--- src/rtl/pes_rca_sched.sv ---
// Two-requester round-robin scheduler feeding a single 4-bit add-with-carry stage.
// Wide operands are added one nibble per cycle, LSB first, and returned with the requester ID.
module pes_rca_sched #(
    parameter int NIBBLES = 4
) (
    input  logic                 clk,
    input  logic                 rst,

    input  logic                 req0_valid,
    output logic                 req0_ready,
    input  logic [4*NIBBLES-1:0] req0_a,
    input  logic [4*NIBBLES-1:0] req0_b,
    input  logic                 req0_cin,

    input  logic                 req1_valid,
    output logic                 req1_ready,
    input  logic [4*NIBBLES-1:0] req1_a,
    input  logic [4*NIBBLES-1:0] req1_b,
    input  logic                 req1_cin,

    output logic                 rsp_valid,
    input  logic                 rsp_ready,
    output logic [4*NIBBLES-1:0] rsp_sum,
    output logic                 rsp_cout,
    output logic                 rsp_id
);

    localparam int W     = 4 * NIBBLES;
    localparam int IDX_W = (NIBBLES > 1) ? $clog2(NIBBLES) : 1;

    typedef enum logic [1:0] {
        ST_IDLE,
        ST_RUN,
        ST_DONE
    } state_t;

    state_t             state_q;
    state_t             state_d;
    logic               ptr_q;
    logic [IDX_W-1:0]   idx_q;
    logic               carry_q;
    logic               id_q;
    logic [W-1:0]       a_q;
    logic [W-1:0]       b_q;
    logic [W-1:0]       sum_q;

    logic               grant0;
    logic               grant1;
    logic               accept;
    logic               last_nib;
    logic [3:0]         a_nib;
    logic [3:0]         b_nib;
    logic [4:0]         nib_sum;

    // When both request, ptr_q picks the winner: 0 -> requester 0, 1 -> requester 1.
    assign grant0 = req0_valid && (!req1_valid || !ptr_q);
    assign grant1 = req1_valid && (!req0_valid ||  ptr_q);

    assign req0_ready = (state_q == ST_IDLE) && !rst && grant0;
    assign req1_ready = (state_q == ST_IDLE) && !rst && grant1;
    assign accept     = req0_ready || req1_ready;

    assign last_nib   = (idx_q == IDX_W'(NIBBLES - 1));

    // NOTE: every variable driven here gets a default before any branch, so no latch is inferred.
    always_comb begin
        a_nib = 4'd0;
        b_nib = 4'd0;
        for (int i = 0; i < NIBBLES; i++) begin
            if (idx_q == IDX_W'(i)) begin
                a_nib = a_q[i*4 +: 4];
                b_nib = b_q[i*4 +: 4];
            end
        end
        nib_sum = {1'b0, a_nib} + {1'b0, b_nib} + {4'd0, carry_q};
    end

    always_comb begin
        state_d = state_q;
        case (state_q)
            ST_IDLE: if (accept)    state_d = ST_RUN;
            ST_RUN:  if (last_nib)  state_d = ST_DONE;
            ST_DONE: if (rsp_ready) state_d = ST_IDLE;
            default:                state_d = ST_IDLE;
        endcase
    end

    // NOTE: sequential state uses non-blocking assignments so every register samples pre-edge values.
    always_ff @(posedge clk) begin
        if (rst) begin
            state_q <= ST_IDLE;
            ptr_q   <= 1'b0;
            idx_q   <= '0;
            carry_q <= 1'b0;
            id_q    <= 1'b0;
        end else begin
            state_q <= state_d;
            if (accept) begin
                ptr_q   <= !grant1;
                id_q    <= grant1;
                idx_q   <= '0;
                carry_q <= grant1 ? req1_cin : req0_cin;
            end else if (state_q == ST_RUN) begin
                idx_q   <= idx_q + IDX_W'(1);
                carry_q <= nib_sum[4];
            end
        end
    end

    // NOTE: operand and sum registers carry no reset; outputs are masked outside DONE, so their contents never escape.
    always_ff @(posedge clk) begin
        if (accept) begin
            a_q <= grant1 ? req1_a : req0_a;
            b_q <= grant1 ? req1_b : req0_b;
        end
        if (state_q == ST_RUN) begin
            for (int i = 0; i < NIBBLES; i++) begin
                if (idx_q == IDX_W'(i)) sum_q[i*4 +: 4] <= nib_sum[3:0];
            end
        end
    end

    // Masking with rst keeps a reset cycle from completing a response handshake.
    assign rsp_valid = (state_q == ST_DONE) && !rst;
    assign rsp_sum   = rsp_valid ? sum_q   : '0;
    assign rsp_cout  = rsp_valid ? carry_q : 1'b0;
    assign rsp_id    = rsp_valid ? id_q    : 1'b0;

endmodule

--- config.mk ---
export PLATFORM = sky130hd
export DESIGN_NAME = pes_rca_sched
export DESIGN_NICKNAME = d
export VERILOG_FILES = /design/src/rtl/pes_rca_sched.sv
export SDC_FILE = /design/constraint.sdc
export NUM_CORES = 1
export LEC_CHECK = 0
export CORE_AREA = 2 2 80 82
export DETAILED_ROUTE_END_ITERATION = 16
export DIE_AREA = 0 0 82 84
export PLACE_DENSITY = 0.87
export SLEW_MARGIN = 20
export SYNTH_ARGS = -nofsm -noshare
export SYNTH_HDL_FRONTEND = slang
export SYNTH_SLANG_ARGS = --single-unit
--- constraint.sdc ---
create_clock -name clk -period 7.1 [get_ports clk]
set_input_delay 1.42 -clock clk [delete_from_list [all_inputs] [get_ports clk]]
set_output_delay 1.42 -clock clk [all_outputs]
set_load 0.01 [all_outputs]
# After elaboration in Yosys (flattened, before gate mapping)
# Cells that the tools add are included.
# op_classes
n_reduce_logical	23
mux	20
addsub	3
eq_ne	8
# op_table
cell	count
16-bit two-way mux	3
4-bit two-way mux	8
2-bit AND reduction	4
2-bit == test (second input constant)	3
1-bit logical AND	6
2-bit two-way mux	3
2-bit != test (second input constant)	3
2-bit one-hot mux with 3 select lines	1
4-bit by 4-bit adder with 5-bit output	1
5-bit by 1-bit adder with 5-bit output	1
1-bit logical NOT	5
1-bit two-way mux	5
2-bit by 1-bit == test with 1-bit output (second input constant)	2
2-bit logical NOT	2
1-bit logical OR	3
3-bit AND reduction	1
2-bit by 1-bit adder with 2-bit output (second input constant)	1
2-bit nonzero test	1
2-bit OR reduction	1
# totals
word_cells	65
output_inout_bits	21
ff_bits	55

# Logic depth before layout (Yosys ltp)
# depth
depth_word	9
ltp_mapped	12
mapped_depth_nobuf	12

# Worst setup path after synthesis
# OpenSTA, ideal clock, no wires.
# synth_timing
kind	input to output
startpoint	in req1_valid
endpoint	out req1_ready
arrival_time_ps	2174
path_slack_ps	3506
n_path_buf	2
path_stages	4
required_time_ps	5680
path_cell_list	buf_2 > nand2_4 > buf_6 > nor4_1
# synth_between
elab_chain_len	2
# synth_rtl
item	line	source
start: declaration	15	input logic req1_valid,
1-bit logical AND	57	assign grant1 = req1_valid && (!req0_valid || ptr_q);
1-bit logical AND	60	assign req1_ready = (state_q == ST_IDLE) && !rst && grant1;
end: declaration	16	output logic req1_ready,
# Every way passes these cells.

# Final worst setup path
# layout_timing
startpoint	in rst
endpoint	out rsp_sum[8]
# layout_between
elab_chain_len	3
# layout_rtl
item	line	source
start: declaration	7	input logic rst,
1-bit logical NOT	124	assign rsp_valid = (state_q == ST_DONE) && !rst;
1-bit logical AND	124	
16-bit two-way mux	125	assign rsp_sum = rsp_valid ? sum_q : '0;
end: declaration	23	output logic [4*NIBBLES-1:0] rsp_sum,
# Every way passes these cells.

==> impl_metrics.py <==
metrics = {
    "clocking": {
        "cts_hold_buf": 0,
        "htreeDepth": 2,
        "cts.sinks": 55,
        "ctsResizeCount": 0,
        "post-cts-setup-buffers": 0,
        "clock_latency_ns": 0.31,
        "max-clock-path-buffers": 2,
        "path_clk_slew_ns": 0.08,
        "numCtsBuffers": 5,
        "cts_tree": "done",
        "clockRootBuffer": "clkbuf_8",
    },
    "global_routing": {
        "grt_first_pass_wirelength_um": 8060,
        "grt_max_degree": 34,
        "gr-usage-all-layers_pct": 15.4,
        "antenna_found_initial": 0,
        "grt_pass1_vias": 1795,
        "overflow": 0,
    },
    "yosys": {
        "synth_cell_types": 38,
        "synthAdderAreaFrac_pct": 4.31,
        "synth.net_count": 300,
        "ys_warn_count": 0,
        "synth_area_mm2": 0.00296,
        "syn_area_per_cell_um2": 13.5,
        "synthArstFlopShare_pct": 0,
        "ys_ff_latch": 55,
        "postSynthCellCount": 220,
        "synth_top_family_by_area": "multiplexers",
        "synth-xor-area-share_pct": 0.592,
        "ys_seq_area_share_pct": 53.4,
        "synth_edf_count": 48,
        "synth-simple-area-share_pct": 14.5,
        "dominantRegCellSynth": "edfxtp_1",
        "synth_compound_area_share_pct": 7.44,
        "synthMuxAreaShare_pct": 15.9,
    },
    "worst_setup_path": {
        "end_kind": "output port",
        "critPathMaxStageDelay_ns": 0.65,
        "regToRegStartpoint": "idx_q[1]",
        "worstPathRequired_ns": 5.68,
        "crit_path_cell_trace": "clkdlybuf4s50_1 > nor3b_4 > and2_1 > clkdlybuf4s50_1",
        "rr_worst_depth": 9,
        "startpoint": "rst",
        "path_max_fanout": 19,
        "crit_family": "buffers and inverters",
        "start_kind": "input port",
        "crit_path_frequent_cell": "clkdlybuf4s50_1",
        "rrSetupSlack_ns": 4.03,
        "crit_slowest_cell": "clkdlybuf4s50_1",
        "r2r-end": "sum_q[2]",
        "worstPathArrival_ns": 3.33,
        "cp_num_buf_inv": 2,
        "worstSetupPathType": "in2out",
    },
    "detailed_routing": {
        "vias": 1897,
        "wire_per_inst_um": 13.1,
        "drt-initial-drc-count": 101,
        "drt-total-wl_um": 5030,
        "first_pass_iters": 4,
        "vias_per_cell": 4.93,
        "drc": 0,
        "drtAntennaViolNets": 0,
    },
    "min_path": {
        "hold_end": "id_q",
        "hold_depth": 2,
        "min_path_type": "reg2reg",
        "hold_start": "id_q",
    },
    "final_layout": {
        "area_growth_pct": 35.2,
        "drive_above_1_share_pct": 14.9,
        "diodes": 0,
        "layout.nets": 387,
        "fin_util_pct": 65.6,
        "nFillCells": 464,
    },
    "power_and_ir_drop": {
        "ir_drop_mv": 0.0971,
        "power_w": 0.000765,
        "power_density_mw_per_mm2": 191,
        "p_leak_nw": 1.52,
        "p_clk_share_pct": 26.3,
        "pwr-share-seq_pct": 52.3,
        "power.switching_w": 0.000175,
        "combinationalPowerShare_pct": 21.4,
        "swShare_pct": 22.9,
        "p_int_w": 0.000590,
    },
    "timing": {
        "tns_ns": 0,
        "fmax_ghz": 0.211,
        "finalHoldViolCount": 0,
        "setup_viol": 0,
        "rsz0062_at_grt": "no",
        "final-max-slew-violation-count": 0,
        "skew_ns": 0.00787,
        "period_needed_ns": 4.75,
        "relSlewSlack_pct": 56.8,
        "fin_crit_sh_pct": 66.9,
        "worst_pin_slew_ns": 0.648,
    },
    "floorplan": {
        "core_mm2": 0.00610,
        "die_height_um": 84,
        "io_pins": 92,
        "fp-row-count": 29,
        "start_util_pct": 48.5,
        "dieArea_mm2": 0.00689,
        "die_w_um": 82,
    },
    "placement": {
        "gp_congestion": 0.767,
        "hpwlAfterDp_um": 3940,
        "port-buffer-count": 91,
    },
    "run_status": {
        "run_status": "complete, no violations",
    },
    "flow_run": {
        "drv_cap": 0,
    },
}
worst reg2reg max path: cells and delay by family, from the launching register on:
kind                       cells  cell delay, ns
DFF                            1            0.38
xor gates and xnor gates       1            0.38
and+or+nand+nor                2            0.56
AOI/OAI and AO/OA              2            0.23
adders and majority gates      3            1.21
buffers and inverters          1            0.08
cell type report:
cell class / count / area (µm²) / area share, %
flip-flops and latches: 55 / 1580 / 39.5
inverters: 7 / 26.3 / 0.657
clock inverters: 3 / 43.8 / 1.09
multi-input cells: 146 / 1260 / 31.6
clock buffers: 5 / 68.8 / 1.72
repair buffers: 92 / 918 / 23.0
well taps: 77 / 96.3 / 2.41
metal layers:
layer | vias up | GRT usage (%) | wire, µm
li1 | 970 | - | -
met1 | 855 | 17.8 | 1990
met2 | 66 | 27.0 | 2660
met3 | 6 | 3.90 | 299
met4 | 0 | 5.45 | 85
met5 | - | 0 | 0
how the worst max path moves through the flow:
| stage | to | depth (start not counted) |
|---|---|---|
| floorplan | req1_ready | 4 |
| global placement | req1_ready | 4 |
| detailed placement | req1_ready | 4 |
| CTS | req1_ready | 4 |
| global route | rsp_sum[8] | 4 |
| finish | rsp_sum[8] | 4 |
power by group through the flow:
stage / Clock (W) / Sequential [W] / Combinational (W)
floorplan: 0 / 0.000405 / 0.000106
global placement: 0 / 0.000407 / 0.000161
detailed placement: 0 / 0.000408 / 0.000165
CTS: 0.000207 / 0.000400 / 0.000166
global route: 0.000215 / 0.000403 / 0.000181
finish: 0.000201 / 0.000400 / 0.000164
synth_stat cells, types with 4 or more instances:
| master | n | area share (%) |
|---|---|---|
| edfxtp_1 | 48 | 49 |
| mux2_4 | 29 | 15 |
| and2_1 | 22 | 4.7 |
| a21oi_1 | 12 | 2.0 |
| nor2b_1 | 12 | 2.5 |
| nand2_1 | 11 | 1.4 |
| dfxtp_1 | 7 | 4.7 |
| ha_1 | 7 | 3.0 |
| inv_1 | 7 | 0.89 |
| nor3_1 | 7 | 1.2 |
| a221oi_1 | 6 | 1.8 |
| nor2_1 | 6 | 0.76 |
| o21ai_0 | 5 | 0.85 |
| buf_6 | 4 | 1.5 |
placed cells by master (no fill, tap or decap), types with 6 or more instances in the layout:
cell type	instances
a21oi_1	12
a221oi_1	6
and2_1	22
clkdlybuf4s50_1	91
dfxtp_1	7
edfxtp_1	48
ha_1	7
inv_1	7
mux2_4	29
nand2_1	11
nor2_1	6
nor2b_1	12
nor3_1	7
registers in the layout (all words and copies together) (netlist names):
signal and cells:
ptr_q 1, id_q 1, sum_q 16, a_q 16, idx_q 2, state_q 2, carry_q 1, b_q 16
kinds of logic after synthesis:
kind of cell / count (synthesis)
AOI/OAI and AO/OA: 33
xor gates and xnor gates: 2
adders and majority gates: 9
buffers and inverters: 19
DFF: 55
muxes: 32
and+or+nand+nor: 70
metrics by stage:
step | area [µm²] | hold slack [ns] | std cells | setup slack (ns)
3_5_place_dp | 3890 | 0.487 | 377 | 2.28
3_3_place_gp | 3890 | 0.477 | 377 | 2.32
6_report | 4000 | 0.502 | 385 | 2.35
4_1_cts | 4000 | 0.510 | 385 | 2.29
2_1_floorplan | 2960 | 0.447 | 220 | 3.51
5_1_grt | 4000 | 0.533 | 385 | 2.19
Power figures use the tool's default switching activity.
